===== config.mk =====
export PLATFORM = sky130hd
export DESIGN_NAME = mem_port_sequencer
export DESIGN_NICKNAME = d
export VERILOG_FILES = /design/src/rtl/mem_port_sequencer.sv
export SDC_FILE = /design/constraint.sdc
export NUM_CORES = 1
export LEC_CHECK = 0
export ABC_AREA = 1
export BUFFER_PORTS_ARGS = -buffer_cell sky130_fd_sc_hd__buf_2
export CAP_MARGIN = 10
export CORE_MARGIN = 1.5
export CORE_UTILIZATION = 35
export CTS_BUF_LIST = sky130_fd_sc_hd__clkbuf_2
export CTS_CLUSTER_DIAMETER = 100
export DETAILED_ROUTE_END_ITERATION = 10
export MAX_ROUTING_LAYER = met4
export PLACE_DENSITY = 0.68
export SKIP_CTS_REPAIR_TIMING = 1
export SYNTH_ARGS = -nofsm -noshare
export SYNTH_HDL_FRONTEND = slang
export SYNTH_SLANG_ARGS = --single-unit

===== constraint.sdc =====
create_clock -name clk -period 2.9 [get_ports clk]
set_clock_uncertainty 0.15 [all_clocks]
set_input_delay 0.145 -clock clk [delete_from_list [all_inputs] [get_ports clk]]
set_output_delay 0.145 -clock clk [all_outputs]
set_load 0.01 [all_outputs]

===== src/rtl/mem_port_sequencer.sv =====
// Arbitrates the single data-memory port between instruction fetch and load/store,
// decoding SPARC op3, checking alignment, steering byte lanes and bounding every access.
module mem_port_sequencer #(
  parameter int unsigned TIMEOUT = 15
) (
  input  logic        clk,
  input  logic        reset,
  input  logic        if_req,
  input  logic [31:0] if_addr,
  output logic        if_ack,
  output logic [31:0] if_data,
  output logic        if_trap,
  input  logic        d_req,
  input  logic [5:0]  d_op3,
  input  logic [31:0] d_addr,
  input  logic [31:0] d_wdata,
  output logic        d_ack,
  output logic [31:0] d_rdata,
  output logic        d_trap,
  output logic [1:0]  trap_cause,
  output logic        mem_en,
  output logic        mem_rw,
  output logic [31:0] mem_addr,
  output logic [3:0]  mem_be,
  output logic [31:0] mem_wdata,
  input  logic [31:0] mem_rdata,
  input  logic        mem_mfc
);

  typedef enum logic [1:0] {IDLE, WAIT, RESP} state_t;
  typedef enum logic [1:0] {SZ_BYTE, SZ_HALF, SZ_WORD} size_t;

  localparam logic [7:0] LP_CNT_LAST = 8'(TIMEOUT - 1);

  state_t      r_state;
  logic        r_last_data;
  logic        r_is_data;
  size_t       r_size;
  logic        r_signed;
  logic        r_write;
  logic [1:0]  r_off;
  logic [7:0]  r_cnt;

  logic        w_pick_data;
  logic [31:0] w_addr;
  size_t       w_size;
  logic        w_signed;
  logic        w_write;
  logic        w_illegal;
  logic        w_misal;
  logic [1:0]  w_cause;
  logic [3:0]  w_be;
  logic [31:0] w_lanes;
  logic [7:0]  w_byte;
  logic [15:0] w_half;
  logic [31:0] w_load;
  logic        w_timeout;

  // On contention the requester not served last wins; r_last_data resets to data so fetch goes first.
  always_comb begin
    w_pick_data = d_req && (!if_req || !r_last_data);
    w_addr      = w_pick_data ? d_addr : if_addr;
    w_size      = SZ_WORD;
    w_signed    = 1'b0;
    w_write     = 1'b0;
    w_illegal   = 1'b0;
    if (w_pick_data) begin
      case (d_op3)
        6'b001001: begin w_size = SZ_BYTE; w_signed = 1'b1; end
        6'b001010: begin w_size = SZ_HALF; w_signed = 1'b1; end
        6'b000001: w_size = SZ_BYTE;
        6'b000010: w_size = SZ_HALF;
        6'b000000: w_size = SZ_WORD;
        6'b000101: begin w_size = SZ_BYTE; w_write = 1'b1; end
        6'b000110: begin w_size = SZ_HALF; w_write = 1'b1; end
        6'b000100: begin w_size = SZ_WORD; w_write = 1'b1; end
        default:   w_illegal = 1'b1;
      endcase
    end
    w_misal = ((w_size == SZ_HALF) && w_addr[0]) ||
              ((w_size == SZ_WORD) && (w_addr[1:0] != 2'b00));
    w_cause = w_illegal ? 2'b10 : (w_misal ? 2'b01 : 2'b00);
    case (w_size)
      SZ_BYTE: begin
        w_be    = 4'b1000 >> w_addr[1:0];
        w_lanes = {4{d_wdata[7:0]}};
      end
      SZ_HALF: begin
        w_be    = w_addr[1] ? 4'b0011 : 4'b1100;
        w_lanes = {2{d_wdata[15:0]}};
      end
      default: begin
        w_be    = 4'b1111;
        w_lanes = d_wdata;
      end
    endcase
  end

  // Big-endian lane extraction followed by sign/zero extension; stores return 0.
  always_comb begin
    case (r_off)
      2'd0:    w_byte = mem_rdata[31:24];
      2'd1:    w_byte = mem_rdata[23:16];
      2'd2:    w_byte = mem_rdata[15:8];
      default: w_byte = mem_rdata[7:0];
    endcase
    w_half = r_off[1] ? mem_rdata[15:0] : mem_rdata[31:16];
    case (r_size)
      SZ_BYTE: w_load = {{24{r_signed & w_byte[7]}}, w_byte};
      SZ_HALF: w_load = {{16{r_signed & w_half[15]}}, w_half};
      default: w_load = mem_rdata;
    endcase
    if (r_write) w_load = '0;
    w_timeout = (r_cnt == LP_CNT_LAST);
  end

  always_ff @(posedge clk) begin
    if (reset) begin
      r_state     <= IDLE;
      r_last_data <= 1'b1;
      r_is_data   <= 1'b0;
      r_size      <= SZ_WORD;
      r_signed    <= 1'b0;
      r_write     <= 1'b0;
      r_off       <= '0;
      r_cnt       <= '0;
      if_ack      <= 1'b0;
      if_data     <= '0;
      if_trap     <= 1'b0;
      d_ack       <= 1'b0;
      d_rdata     <= '0;
      d_trap      <= 1'b0;
      trap_cause  <= '0;
      mem_en      <= 1'b0;
      mem_rw      <= 1'b0;
      mem_addr    <= '0;
      mem_be      <= '0;
      mem_wdata   <= '0;
    end else begin
      if_ack <= 1'b0;
      d_ack  <= 1'b0;
      case (r_state)
        IDLE: begin
          if (if_req || d_req) begin
            r_is_data <= w_pick_data;
            r_size    <= w_size;
            r_signed  <= w_signed;
            r_write   <= w_write;
            r_off     <= w_addr[1:0];
            r_cnt     <= '0;
            if (w_illegal || w_misal) begin
              r_state    <= RESP;
              trap_cause <= w_cause;
              if (w_pick_data) begin
                d_ack   <= 1'b1;
                d_trap  <= 1'b1;
                d_rdata <= '0;
              end else begin
                if_ack  <= 1'b1;
                if_trap <= 1'b1;
                if_data <= '0;
              end
            end else begin
              r_state   <= WAIT;
              mem_en    <= 1'b1;
              mem_rw    <= ~w_write;
              mem_addr  <= {w_addr[31:2], 2'b00};
              mem_be    <= w_be;
              mem_wdata <= w_lanes;
            end
          end
        end
        WAIT: begin
          // An mfc arriving in the final watchdog cycle still completes normally.
          if (mem_mfc || w_timeout) begin
            r_state    <= RESP;
            mem_en     <= 1'b0;
            trap_cause <= mem_mfc ? 2'b00 : 2'b11;
            if (r_is_data) begin
              d_ack   <= 1'b1;
              d_trap  <= ~mem_mfc;
              d_rdata <= mem_mfc ? w_load : '0;
            end else begin
              if_ack  <= 1'b1;
              if_trap <= ~mem_mfc;
              if_data <= mem_mfc ? mem_rdata : '0;
            end
          end else begin
            r_cnt <= r_cnt + 8'd1;
          end
        end
        RESP: begin
          r_state     <= IDLE;
          r_last_data <= r_is_data;
          if_trap     <= 1'b0;
          if_data     <= '0;
          d_trap      <= 1'b0;
          d_rdata     <= '0;
          trap_cause  <= '0;
        end
        default: r_state <= IDLE;
      endcase
    end
  end

endmodule


==> results.py <==
metrics = {
    "status": {
        "status": "complete, no violations",
    },
    "global_routing": {
        "grt_pass1_vias": 8390,
        "grt_pass1_wl_um": 44000,
        "grt_overflow": 0,
        "grt_use_total_pct": 22.3,
        "grt_max_degree": 64,
        "antenna_found_initial": 2,
    },
    "power": {
        "swShare_pct": 41.3,
        "power_frac_comb_pct": 35.6,
        "p_sw_mw": 2.56,
        "p_clk_share_pct": 22.5,
        "power_frac_seq_pct": 41.9,
        "p_total_mw": 6.19,
        "p_leak_nw": 6.52,
        "peakVddDrop_v": 0.000255,
        "power.density_nw_per_um2": 512,
        "intPower_mw": 3.63,
    },
    "timing": {
        "fin_setup_tns_ns": 0,
        "slew_violations": 0,
        "relSlewSlack_pct": 62.4,
        "finalSetupViolCount": 0,
        "hold_viol": 0,
        "tightest_slew_ns": 0.563,
        "fmax_mhz": 360,
        "layout_min_cycle_time_ns": 2.77,
        "setup_ws_ns": 0.126,
        "hold_ws_ns": 0.00588,
        "finalCritPeriodShare_pct": 95.7,
    },
    "floorplanning": {
        "die_h_um": 159,
        "rows": 56,
        "die_w_um": 159,
        "dieArea_um2": 25200,
        "initial_core_util_pct": 36.0,
        "core_area_um2": 23600,
        "pin_count": 279,
    },
    "layout": {
        "drive_gt1_share_pct": 21.0,
        "area_growth_pct": 42.5,
        "fill_cells": 2303,
        "layout.nets": 1940,
        "stdcell_area_um2": 12100,
        "final_util_pct": 51.3,
        "layout.cells.non_filler": 2129,
    },
    "min_path": {
        "worstHoldPathType": "input pin to register",
        "min_from": "d_addr[1]",
        "hold_path_end": "mem_en",
        "worstHoldPathCells": 9,
    },
    "worst_setup_path": {
        "worstPathArrival_ns": 3.42,
        "crit_required_ns": 3.54,
        "r2r_setup_slack_ns": 0.13,
        "r2r-start": "r_last_data",
        "path_class": "register to register",
        "timing.rr.end": "mem_wdata[19]",
        "path_max_fanout": 30,
        "endpoint_kind": "register",
        "reg2reg_depth": 11,
        "critPathLaunchType": "register",
    },
    "cts": {
        "cts_tree": "built",
        "clockBufferDepth": 2,
        "clkSlewWorstSetupHoldPaths_ns": 0.38,
        "root_buffer": "clkbuf_2",
        "htree_levels": 4,
        "clk_latency_ns": 0.76,
        "cts_buffers": 17,
        "clock_sinks": 156,
    },
    "yosys": {
        "ys_types": 41,
        "yosysWarnings": 0,
        "synth_area_um2": 8500,
        "netlist_instances": 1380,
        "syn_area_per_cell_um2": 6.16,
        "seq_area_frac_synth_pct": 36.8,
        "yosys_register_bits": 156,
        "netlist.area_leader.share_pct": 36.8,
        "synthTopCellsByArea": "dfxtp_1, nand2_1, nor2_1, inv_1, o21ai_0",
        "yosys.area.top_type": "dfxtp_1",
    },
    "drt": {
        "drtPass1Iterations": 5,
        "route.detailed.drc": 0,
        "ant_nets": 0,
        "wl_per_cell_um": 15.4,
        "via_count": 10353,
        "drt_iter0_markers": 983,
        "drt_wl_total_um": 32800,
        "viasPerCell": 4.86,
    },
    "place": {
        "placed_area_um2": 10100,
        "globalplace.congestion": 0.921,
        "hpwl_um": 20200,
        "dp_cells": 1920,
        "io_buffer_count": 276,
        "preCtsSetupSlack_ns": 0.466,
    },
    "job": {
        "max_cap_viol_count": 0,
    },
}
-- power by group through the flow --
stage | Sequential, mW | Combinational, mW | Clock [mW]
2_1_floorplan | 2.73 | 1.19 | 0
3_3_place_gp | 2.62 | 1.93 | 0
3_5_place_dp | 2.62 | 1.94 | 0
4_1_cts | 2.58 | 1.95 | 1.44
5_1_grt | 2.63 | 2.47 | 1.53
6_report | 2.60 | 2.21 | 1.39
-- cells in the final DEF (no fill, tap or decap), types with 4 or more instances in the layout --
| cell type | n |
|---|---|
| dfxtp_1 | 156 |
| nand4_1 | 57 |
| buf_2 | 276 |
| nand2_2 | 5 |
| nor2_1 | 260 |
| dlygate4sd3_1 | 175 |
| o21ai_1 | 8 |
| clkinv_8 | 7 |
| ha_1 | 6 |
| inv_1 | 172 |
| a21oi_1 | 43 |
| nand2_1 | 412 |
| nand3_1 | 18 |
| o21ai_0 | 93 |
| clkbuf_2 | 17 |
| buf_4 | 20 |
| a21boi_0 | 7 |
| nor2_2 | 29 |
| inv_6 | 4 |
| nor3_1 | 4 |
-- logic make-up after synthesis --
kind of cell	share of synthesized area, %
AO/OA/AOI/OAI	10.2
XOR/XNOR	0.206
adder cells (fa/ha/maj)	0.883
buffers and inverters	12.8
flip-flops	36.8
other	0.0441
AND/OR/NAND/NOR	39.1
-- metal layers --
layer | GRT usage (%) | vias to the layer above | routed length (µm)
met5 | - | - | 0
met4 | 5.37 | 0 | 1150
met3 | 4.28 | 101 | 2690
met2 | 34.8 | 564 | 15100
met1 | 29.6 | 4612 | 13900
li1 | - | 5076 | -
-- worst max-delay path, cell delays in order (launching register included) --
cell and delay (ns):
dfxtp_1 0.43, nand2_1 0.10, nand2_2 0.20, a21oi_2 0.04
nand2_1 0.10, buf_4 0.33, nand2_1 0.07, dlygate4sd3_1 0.57
nand2_1 0.09, nor2_2 0.04, dlygate4sd3_1 0.56, nor2_1 0.11
-- state kept, by name (all words and copies together) (netlist names), 2 cells and up --
name	count
mem_addr	30
mem_be	4
mem_wdata	32
trap_cause	2
r_off	2
r_state	2
if_data	32
r_cnt	8
r_size	2
d_rdata	32
-- how the worst max path moves through the flow --
stage / startpoint / endpoint / slack, ns / depth (start not counted)
after CTS: r_state[1] / d_rdata[3] / 0.40 / 11
after global routing: r_last_data / mem_wdata[19] / -0.04 / 11
final: r_last_data / mem_wdata[19] / 0.13 / 11
after detailed placement: r_state[1] / d_rdata[3] / 0.47 / 11
after floorplan: r_state[1] / d_rdata[10] / 0.82 / 9
after global placement: r_state[1] / d_rdata[3] / 0.51 / 11
-- area by class of cell --
cell class	instances	area [µm²]	share of cell area (%)
Antenna cell	2	5.00	0.0413
Clock inverter	15	204	1.68
Inverter	178	672	5.55
Clock buffer	17	85.1	0.703
Timing Repair Buffer	473	3320	27.5
Sequential cell	156	3120	25.8
Tap cell	319	399	3.30
Multi-Input combinational cell	969	4290	35.5
-- Yosys cell counts, drive strengths merged --
cell type,n
a21boi,7
a21oi,45
a22oi,1
a31oi,2
a32oi,2
buf,36
clkbuf,42
clkinv,2
conb,1
dfxtp,156
ha,6
inv,176
nand2,418
nand3,21
nand3b,2
nand4,58
nor2,291
nor3,4
nor3b,1
o211a,1
o21ai,102
o21bai,2
o311ai,1
or2,1
xor2,2
(Power assumes the default switching activity.)
